[src/rtl/csr_file.sv]
// Machine-mode CSR storage and read-modify-write execute unit with valid/ready request/response.
// Optional mcycle/minstret counters are built when CSR_COUNTERS_EN is defined.
module csr_file #(
    parameter logic [31:0] HART_ID    = 32'd0,
    parameter logic [31:0] RESET_MEPC = 32'h0000_0000
) (
    input  logic        clk,
    input  logic        reset_n,
    input  logic        req_valid,
    output logic        req_ready,
    input  logic [11:0] csr_addr,
    input  logic        read_enable,
    input  logic        write_enable,
    input  logic [1:0]  write_func,
    input  logic        input_select,
    input  logic [31:0] rs1_value,
    input  logic [4:0]  uimm,
    input  logic        instr_retire,
    output logic        rsp_valid,
    input  logic        rsp_ready,
    output logic [31:0] rsp_rdata,
    output logic        rsp_illegal
);

    typedef enum logic {IDLE, RESP} state_t;

    state_t      state;
    logic [31:0] mscratch;
    logic [31:2] mepc;
    logic [31:0] mcause;
    logic [31:0] mtval;

    logic [31:0] src;
    logic [31:0] old_val;
    logic [31:0] new_val;
    logic        addr_hit;
    logic        illegal;
    logic        active;
    logic        accept;
    logic        do_write;

`ifdef CSR_COUNTERS_EN
    logic [63:0] mcycle;
    logic [63:0] minstret;
`else
    logic        unused_retire;
    assign unused_retire = instr_retire;
`endif

    assign src      = input_select ? {27'b0, uimm} : rs1_value;
    assign active   = (write_func != 2'b00);
    assign accept   = (state == IDLE) && req_valid;
    assign illegal  = !addr_hit || (write_enable && (csr_addr[11:10] == 2'b11));
    assign do_write = accept && active && write_enable && !illegal;

    always_comb begin
        old_val  = '0;
        addr_hit = 1'b1;
        case (csr_addr)
            12'h340: old_val = mscratch;
            12'h341: old_val = {mepc, 2'b00};
            12'h342: old_val = mcause;
            12'h343: old_val = mtval;
            12'hF14: old_val = HART_ID;
`ifdef CSR_COUNTERS_EN
            12'hB00, 12'hC00: old_val = mcycle[31:0];
            12'hB80, 12'hC80: old_val = mcycle[63:32];
            12'hB02, 12'hC02: old_val = minstret[31:0];
            12'hB82, 12'hC82: old_val = minstret[63:32];
`endif
            default: addr_hit = 1'b0;
        endcase
    end

    always_comb begin
        new_val = old_val;
        case (write_func)
            2'b01:   new_val = src;
            2'b10:   new_val = old_val | src;
            2'b11:   new_val = old_val & ~src;
            default: new_val = old_val;
        endcase
    end

    always_ff @(posedge clk or negedge reset_n) begin
        if (!reset_n) begin
            state       <= IDLE;
            req_ready   <= 1'b1;
            rsp_valid   <= 1'b0;
            rsp_rdata   <= '0;
            rsp_illegal <= 1'b0;
            mscratch    <= '0;
            mepc        <= RESET_MEPC[31:2];
            mcause      <= '0;
            mtval       <= '0;
        end else begin
            case (state)
                IDLE: begin
                    if (req_valid) begin
                        state       <= RESP;
                        req_ready   <= 1'b0;
                        rsp_valid   <= 1'b1;
                        rsp_illegal <= active && illegal;
                        rsp_rdata   <= (active && !illegal && read_enable) ? old_val : '0;
                    end
                end
                RESP: begin
                    if (rsp_ready) begin
                        state     <= IDLE;
                        req_ready <= 1'b1;
                        rsp_valid <= 1'b0;
                    end
                end
                default: state <= IDLE;
            endcase

            if (do_write) begin
                case (csr_addr)
                    12'h340: mscratch <= new_val;
                    12'h341: mepc     <= new_val[31:2];
                    12'h342: mcause   <= new_val;
                    12'h343: mtval    <= new_val;
                    default: ;
                endcase
            end
        end
    end

`ifdef CSR_COUNTERS_EN
    // A CSR write to either half replaces that cycle's increment for the whole counter.
    always_ff @(posedge clk or negedge reset_n) begin
        if (!reset_n) begin
            mcycle   <= '0;
            minstret <= '0;
        end else begin
            if (do_write && csr_addr == 12'hB00)
                mcycle <= {mcycle[63:32], new_val};
            else if (do_write && csr_addr == 12'hB80)
                mcycle <= {new_val, mcycle[31:0]};
            else
                mcycle <= mcycle + 64'd1;

            if (do_write && csr_addr == 12'hB02)
                minstret <= {minstret[63:32], new_val};
            else if (do_write && csr_addr == 12'hB82)
                minstret <= {new_val, minstret[31:0]};
            else
                minstret <= minstret + {63'd0, instr_retire};
        end
    end
`endif

endmodule

[config.mk]
export PLATFORM = sky130hd
export DESIGN_NAME = csr_file
export DESIGN_NICKNAME = d
export VERILOG_FILES = /design/src/rtl/csr_file.sv
export SDC_FILE = /design/constraint.sdc
export NUM_CORES = 1
export LEC_CHECK = 0
export CAP_MARGIN = 5
export CORE_MARGIN = 1.5
export CORE_UTILIZATION = 60
export DETAILED_ROUTE_END_ITERATION = 16
export GPL_ROUTABILITY_DRIVEN = 0
export PLACE_DENSITY = 0.9
export SYNTH_ARGS = -nofsm -noshare
export SYNTH_HDL_FRONTEND = slang
export SYNTH_SLANG_ARGS = --single-unit
[constraint.sdc]
create_clock -name clk -period 3.3 [get_ports clk]
set_input_delay 0.495 -clock clk [delete_from_list [all_inputs] [get_ports clk]]
set_output_delay 0.495 -clock clk [all_outputs]
set_load 0.01 [all_outputs]
======== After elaboration in Yosys (flattened, before gate mapping) ========
Index checks and enable logic that the tools add are counted.
operators by class
  add/sub/neg operators ................... 0
  $mul .................................... 0
  div/mod/pow operators ................... 0
  magnitude comparators ................... 0
  equal/unequal tests ..................... 11
  shift operators ......................... 0
  muxes and demuxes ....................... 14
  bitwise operators ....................... 4
  reduce and logical (&&, ||, !) cells .... 19
operators by type and width
  operator                                                                  number
  32-bit case mux with 4 select lines                                       1
  32-bit case mux with 3 select lines                                       1
  32-bit 2-to-1 mux                                                         2
  12-bit by 10-bit equality test with 1-bit output (second input constant)  4
  32-bit AND                                                                1
  32-bit inverter                                                           1
  32-bit bitwise OR                                                         1
  12-bit equality test (second input constant)                              1
  2-bit AND reduction                                                       6
  1-bit logical AND                                                         8
  1-bit 2-to-1 mux                                                          7
  2-bit equality test (second input constant)                               3
  1-bit case mux with 2 select lines                                        3
  5-bit OR reduction                                                        1
  2-bit inequality test (second input constant)                             2
  2-bit by 1-bit equality test with 1-bit output (second input constant)    1
  1-bit logical NOT                                                         2
  2-bit nonzero test                                                        1
  1-bit logical OR                                                          1
  1-bit inverter                                                            1
word-level totals
  register bits ........................... 162
  bits in latches ......................... 0
  memory bits (writable) .................. 0
  ROM bits ................................ 0
  bits of input ports ..................... 59
  output and inout port bits .............. 35
  logic and storage cells ................. 57
  memories kept ........................... 0

======== Longest topological paths before layout ========
Gate-level depths: netlist (run 1).
  word-level depth ........................ 9
  depth in mapped cells ................... 7
  mapped depth without buffers ............ 4

======== Least setup slack after synthesis (run 1) ========
No wires, ideal clock.
  path kind ............................... input -> register
  start ................................... in write_func[1]
  end ..................................... reg mcause[23]
  setup time .............................. 0.125 ns
  arrival time ............................ 1.922 ns
  required time ........................... 3.175 ns
  path slack .............................. 1.253 ns
  stages .................................. 7
  cell sequence ........................... buf_2 -> or2_2 -> nand4_2 -> buf_4 -> nor3_4 -> buf_2 -> mux2_2
between the ends
  word-level cells in the longest chain between the ends .. 5
RTL lines
  element                          line  source
  from (decl)                      14    input logic [1:0] write_func,
  2-bit nonzero test               51    assign active = (write_func != 2'b00);
  1-bit logical AND (3 in series)  54    assign do_write = accept && active && write_enable && !illegal;
  2-bit AND reduction (no line)    -
  to (signal assigned)             121   12'h342: mcause <= new_val;
  to (decl)                        30    logic [31:0] mcause;
Parallel ways exist; a longest one is shown, timed or not.
A chain may end at the register's enable or synchronous reset.

======== Worst setup path after layout (run 1) ========
  start ................................... in write_func[0]
  end ..................................... reg mcause[9]
Same word-level chain as after synthesis.

==> results.tsv, run 1 <==
stage	metric	value	unit
synthesis	Mapped Avg Cell Area	13.15	um^2
synthesis	ys flop type	dfrtp_1	
synthesis	area leader, netlist	dfrtp_1	
detailed_routing	DRC errors left	0	
grt	initial antenna violation count	0	
synthesis	Yosys warnings	0	
critical_path	crit path DAT	3.01	ns
synthesis	Synthesized Nets	683	
timing	crit path time final	2.717	ns
timing	count of pins over their slew limit	0	
floorplan	Core ar.	13300	um^2
floorplan	IO Pins	94	
floorplan	Die H	119.9	um
detailed_routing	Iter 0 DRT Violations	429	
detailed_routing	WL per Instance	21.82	um
synthesis	register area share after synthesis	49.42	%
timing	Final setup viols	0	
cells_and_area	Final nets	771	
cts	worst skew pair latency	0.43	ns
critical_path	r2r setup slk	0.93	ns
timing	Post-Route Setup TNS	0	ns
cts	H-tree depth	4	
synthesis	synthesized instance count	624	
critical_path	worst path required time	3.59	ns
critical_path	worst reg2reg path depth	5	
critical_path	Worst Setup End Kind	flop	
cts	TritonCTS Buffers	17	
cts	Post-CTS Resized	0	
critical_path	r2r startpoint	state$_DFF_PN0_	
timing	Hold Fails Final Rpt	0	
placed_design	Post-DP HPWL	12630	um
floorplan	row count	42	
cells_and_area	fraction of layout cells with a size suffix above 1	31.22	%
cells_and_area	most common cell after layout, fill and taps aside	dfrtp_1	
cells_and_area	area growth from synthesis to layout	21.49	%
power_and_ir_drop	power per cell area	443.5	nW/um^2
grt	total gr overflow	0	
timing	Slew @ Worst Pin	1.136	ns
grt	global-route wire length before repair	32000	um
cts	TritonCTS clock tree	done	
floorplan	Chip Width	119.9	um
synthesis	Yosys cell types	54	
placed_design	Placed Area	9356	um^2
cells_and_area	utilization after layout	74.98	%
critical_path	startpoint types	input port	
cells_and_area	commonest cells after routing, fill and taps aside	161 x dfrtp_1, 105 x mux2_2, 89 x clkdlybuf4s50_1	
detailed_routing	drt pass-1 iters	5	
worst_hold_path	Hold Crit Class	in2async	
timing	fmax	368.0	MHz
cts	clock tree buffer depth	2	
synthesis	number of synthesized flops with an enable pin	0	
floorplan	starting density of the core	61.72	%
power_and_ir_drop	LEAKAGE	4.390	nW
placed_design	I/O Buffers	92	
cts	# Post-CTS Setup Buffers	0	
grt	largest net degree at the start of global routing	127	
power_and_ir_drop	VDD IR-drop max	0.0003032	V
timing	Max-slew headroom	24.28	%
run	MaxCap Viol Count	0	
grt	vias in the first global route	6265	
critical_path	Crit Reg-Reg Endpoint	mcause[9]$_DFFE_PN0P_	
critical_path	end of the critical path	mcause[9]$_DFFE_PN0P_	
grt	GRT Util Overall	29.07	%
cts	hold buffers post-CTS	0	
detailed_routing	Vias	5670	
cells_and_area	diode count	0	
synthesis	cells taking the most area after synthesis	dfrtp_1 49%, mux2_2 14%, mux4_2 8.2%	
detailed_routing	post-DR vias/cell	6.300	
cells_and_area	final instance area	9968	um^2
floorplan	Die Footprint	14390	um^2
status	outcome	complete, no violations	
detailed_routing	antenna-violating nets left	0	
timing	clk_skew	0.007274	ns
detailed_routing	final WL	19630	um
cts	clock slew at reported path FFs	0.06	ns
synthesis	Async SR Flop Fraction	100.0	%
cts	clock root buffer	clkbuf_16	
power_and_ir_drop	PnR Total Power	4.421	mW
synthesis	area share of the largest cell type after synthesis	49.10	%
critical_path	Worst Path Max Fanout	27	
cts	Sink Count	162	
synthesis	Cell Area, Synth	8205	um^2
timing	fin crit share	82.34	%
critical_path	crit path from	write_func[0]	
synthesis	#FFs+latches synth	162	
timing	RSZ-0062 raised after global routing	false	
critical_path	critical path class	in2reg	
==> metrics by stage <==
stage | setup WS [ns] | hold WS, ns | std cells
after detailed placement | 0.2151 | 0.4724 | 869
after floorplan | 1.253 | 0.1994 | 624
after global placement | 0.2487 | 0.4615 | 869
after CTS | 0.6212 | 0.3140 | 900
final | 0.5829 | 0.2253 | 900
after global routing | 0.5150 | 0.3443 | 900
==> cell usage after synthesis, types with 3 or more instances <==
master,instances
nand2_1,34
o32ai_2,24
nand2b_1,27
mux4_2,30
nor2_1,8
mux2_1,15
a21boi_0,23
o21ai_1,27
clkinv_1,22
and4_1,3
or3_1,3
o21ai_0,6
xor2_1,5
buf_4,5
clkbuf_1,14
nand4_1,3
xnor2_1,3
nor2b_1,5
dfrtp_1,161
buf_1,3
o31ai_1,11
nand3_1,4
buf_2,25
mux2_2,105
a22o_1,4
a2bb2oi_1,3
mux2i_1,9
inv_1,5
==> worst min path at each step <==
| stage | end | cells after the start |
|---|---|---|
| CTS | rsp_valid$_DFFE_PN0P_ | 1 |
| global route | rsp_valid$_DFFE_PN0P_ | 1 |
| floorplan | mcause[0]$_DFFE_PN0P_ | 0 |
| finish | rsp_valid$_DFFE_PN0P_ | 1 |
| global placement | mtval[6]$_DFFE_PN0P_ | 1 |
| detailed placement | rsp_illegal$_DFFE_PN0P_ | 2 |
==> cell type report <==
class / instances / area [um^2]
Clock buffer: 28 / 546.8
Inverter: 27 / 101.3
Clock inverter: 3 / 65.06
Multi-Input combinational cell: 386 / 3835
Tap cell: 176 / 220.2
Timing Repair Buffer: 118 / 1145
Sequential cell: 162 / 4055
Fill cell: 805 / 3327
==> sequential cells by signal, summed over array words and instances (netlist names) <==
| name | count |
|---|---|
| req_ready | 1 |
| rsp_illegal | 1 |
| mepc | 30 |
| state | 1 |
| mtval | 32 |
| mscratch | 32 |
| rsp_rdata | 32 |
| rsp_valid | 1 |
| mcause | 32 |
==> where the power goes <==
| group | internal, mW | switching [mW] |
|---|---|---|
| Combinational | 0.163 | 0.224 |
| Clock | 1.27 | 0.756 |
| Sequential | 2.00 | 0.00711 |
==> worst max-delay path, cell delays in order <==
cell             delay, ns
clkdlybuf4s50_1       0.74
or2_2                 0.25
nand4_2               0.41
nor3_4                0.45
buf_12                0.26
mux2_1                0.38
==> per-layer routing <==
metal  up-vias  part of all wire (%)  track usage, %
met5         -                     0               0
met4         0                   3.0           14.29
met3        52                   5.2           6.939
met2       211                    50           47.93
met1      2927                    41           36.09
li1       2480                     -               -
==> logic make-up after synthesis <==
group / share of synthesized area, %
and+or+nand+nor: 7.289
muxes: 25.80
xor gates and xnor gates: 1.052
AOI/OAI and AO/OA: 12.17
DFF: 49.42
buffers and inverters: 4.270
(Power assumes the default switching activity.)
==> run 2, diff against run 1 <==
- CORE_UTILIZATION: 60 -> 51
- PLACE_DENSITY: 0.9 -> 0.81
- clock period: 3.3 -> 2.22 ns (I/O delays scaled with it)
==> run 2 against run 1 <==
Against the previous run: sequential cell count unchanged; first-iteration DRC count down 30%; design area is 3.4% higher; non-clock buffer count is 23 higher; critical endpoint is now mscratch[8]$_DFFE_PN0P_.
==> results.tsv, run 2 (synthesized netlist as in run 1, its figures left out) <==
stage	metric	value	unit
timing	Worst Slack Setup Final	0.1321	ns
timing	Final setup viols	0	
floorplan	Core ar.	15830	um^2
detailed_routing	DRC errors left	0	
power_and_ir_drop	VDD IR-drop max	0.0004491	V
detailed_routing	post-DR vias/cell	5.846	
cells_and_area	final instance area	10300	um^2
cells_and_area	fraction of layout cells with a size suffix above 1	33.56	%
critical_path	Crit Reg-Reg Endpoint	mcause[14]$_DFFE_PN0P_	
detailed_routing	Vias	5636	
floorplan	Chip Width	129.8	um
cells_and_area	commonest cells after routing, fill and taps aside	161 x dfrtp_1, 105 x mux2_2, 88 x clkdlybuf4s50_1	
critical_path	Worst Setup End Kind	flop	
timing	crit path time final	2.088	ns
timing	Max-slew headroom	59.24	%
detailed_routing	Iter 0 DRT Violations	299	
run	MaxCap Viol Count	0	
grt	total gr overflow	0	
floorplan	starting density of the core	51.84	%
floorplan	IO Pins	94	
critical_path	r2r setup slk	0.25	ns
cts	clock slew at reported path FFs	0.06	ns
floorplan	Die H	129.8	um
critical_path	startpoint types	input port	
grt	GRT Util Overall	25.16	%
timing	fmax	478.9	MHz
timing	RSZ-0062 raised after global routing	false	
placed_design	Setup WS pre-CTS	-0.2905	ns
placed_design	Post-DP HPWL	13830	um
critical_path	r2r startpoint	state$_DFF_PN0_	
grt	largest net degree at the start of global routing	60	
cells_and_area	most common cell after layout, fill and taps aside	dfrtp_1	
critical_path	critical path class	in2reg	
grt	initial antenna violation count	0	
detailed_routing	antenna-violating nets left	0	
critical_path	crit path DAT	2.39	ns
cts	TritonCTS clock tree	done	
floorplan	row count	46	
cts	Post-CTS Resized	0	
timing	fin crit share	94.05	%
cells_and_area	diode count	0	
timing	Hold Fails Final Rpt	0	
placed_design	Placed Area	9679	um^2
grt	vias in the first global route	6167	
timing	Slew @ Worst Pin	0.6113	ns
cells_and_area	Final nets	794	
detailed_routing	WL per Instance	20.94	um
cts	clock root buffer	clkbuf_16	
critical_path	Worst Path Max Fanout	14	
timing	clk_skew	0.008018	ns
critical_path	crit path from	csr_addr[4]	
placed_design	I/O Buffers	92	
critical_path	worst reg2reg path depth	6	
detailed_routing	final WL	20180	um
cts	TritonCTS Buffers	17	
grt	global-route wire length before repair	31940	um
floorplan	Die Footprint	16860	um^2
cts	H-tree depth	4	
detailed_routing	drt pass-1 iters	4	
power_and_ir_drop	LEAKAGE	4.527	nW
cts	Sink Count	162	
worst_hold_path	Hold Crit Class	in2async	
status	outcome	complete, no violations	
critical_path	worst path required time	2.52	ns
cells_and_area	area growth from synthesis to layout	25.59	%
power_and_ir_drop	power per cell area	645.0	nW/um^2
timing	count of pins over their slew limit	0	
cts	clock tree buffer depth	2	
cts	worst skew pair latency	0.42	ns
timing	Post-Route Setup TNS	0	ns
==> run 2: worst max-delay path by stage <==
stage	cells past startpoint	to	slack (ns)
after global placement	8	mscratch[8]$_DFFE_PN0P_	-0.23
after floorplan	7	mcause[23]$_DFFE_PN0P_	0.34
after detailed placement	8	mscratch[5]$_DFFE_PN0P_	-0.29
final	8	mscratch[8]$_DFFE_PN0P_	0.13
after CTS	8	mscratch[8]$_DFFE_PN0P_	0.14
after global routing	8	mscratch[18]$_DFFE_PN0P_	0.08
==> run 2: per-layer routing <==
layer,share of wire [%],up-vias,track usage [%]
li1,-,2525,-
met4,2.6,0,10.85
met5,0,-,1.471
met1,42,2889,31.77
met2,50,180,41.21
met3,5.1,42,6.396
==> run 2: metrics by stage <==
step | utilization [%] | hold slack [ns] | cells | power, mW
after floorplan | - | 0.03741 | 624 | 3.323
after global placement | 61.15 | 0.3388 | 931 | 3.620
after detailed placement | 61.15 | 0.3628 | 931 | 3.645
after CTS | 65.11 | 0.4791 | 964 | 6.680
after global routing | 65.11 | 0.4977 | 964 | 6.869
final | 65.11 | 0.4465 | 964 | 6.647
==> run 2: timing repair <==
item	CTS	global route
hold buffers	1	0
endpoints found under the hold margin	56	0
buffers inserted	0	0
==> run 2: layout make-up <==
cell class	count	area [um^2]
clock buffer	23	488.0
clock inverter	9	127.6
fill	1092	5523
inverter	27	101.3
multi-input combinational	386	3835
sequential	162	4055
tap	216	270.3
timing repair buffer	141	1428
==> run 2: critical path, stage by stage <==
cell	delay [ns]
clkdlybuf4s50_1	0.43
nor4b_2	0.39
nand3_2	0.14
buf_12	0.17
nor4_2	0.21
buf_4	0.19
buf_12	0.16
mux2_2	0.35
==> run 2: power breakdown <==
part	switching (mW)	total (mW)	internal, mW	leakage, nW
logic	0.342	0.614	0.272	1.98
registers	0.0103	2.98	2.97	2.25
clock network	1.17	3.05	1.88	0.295
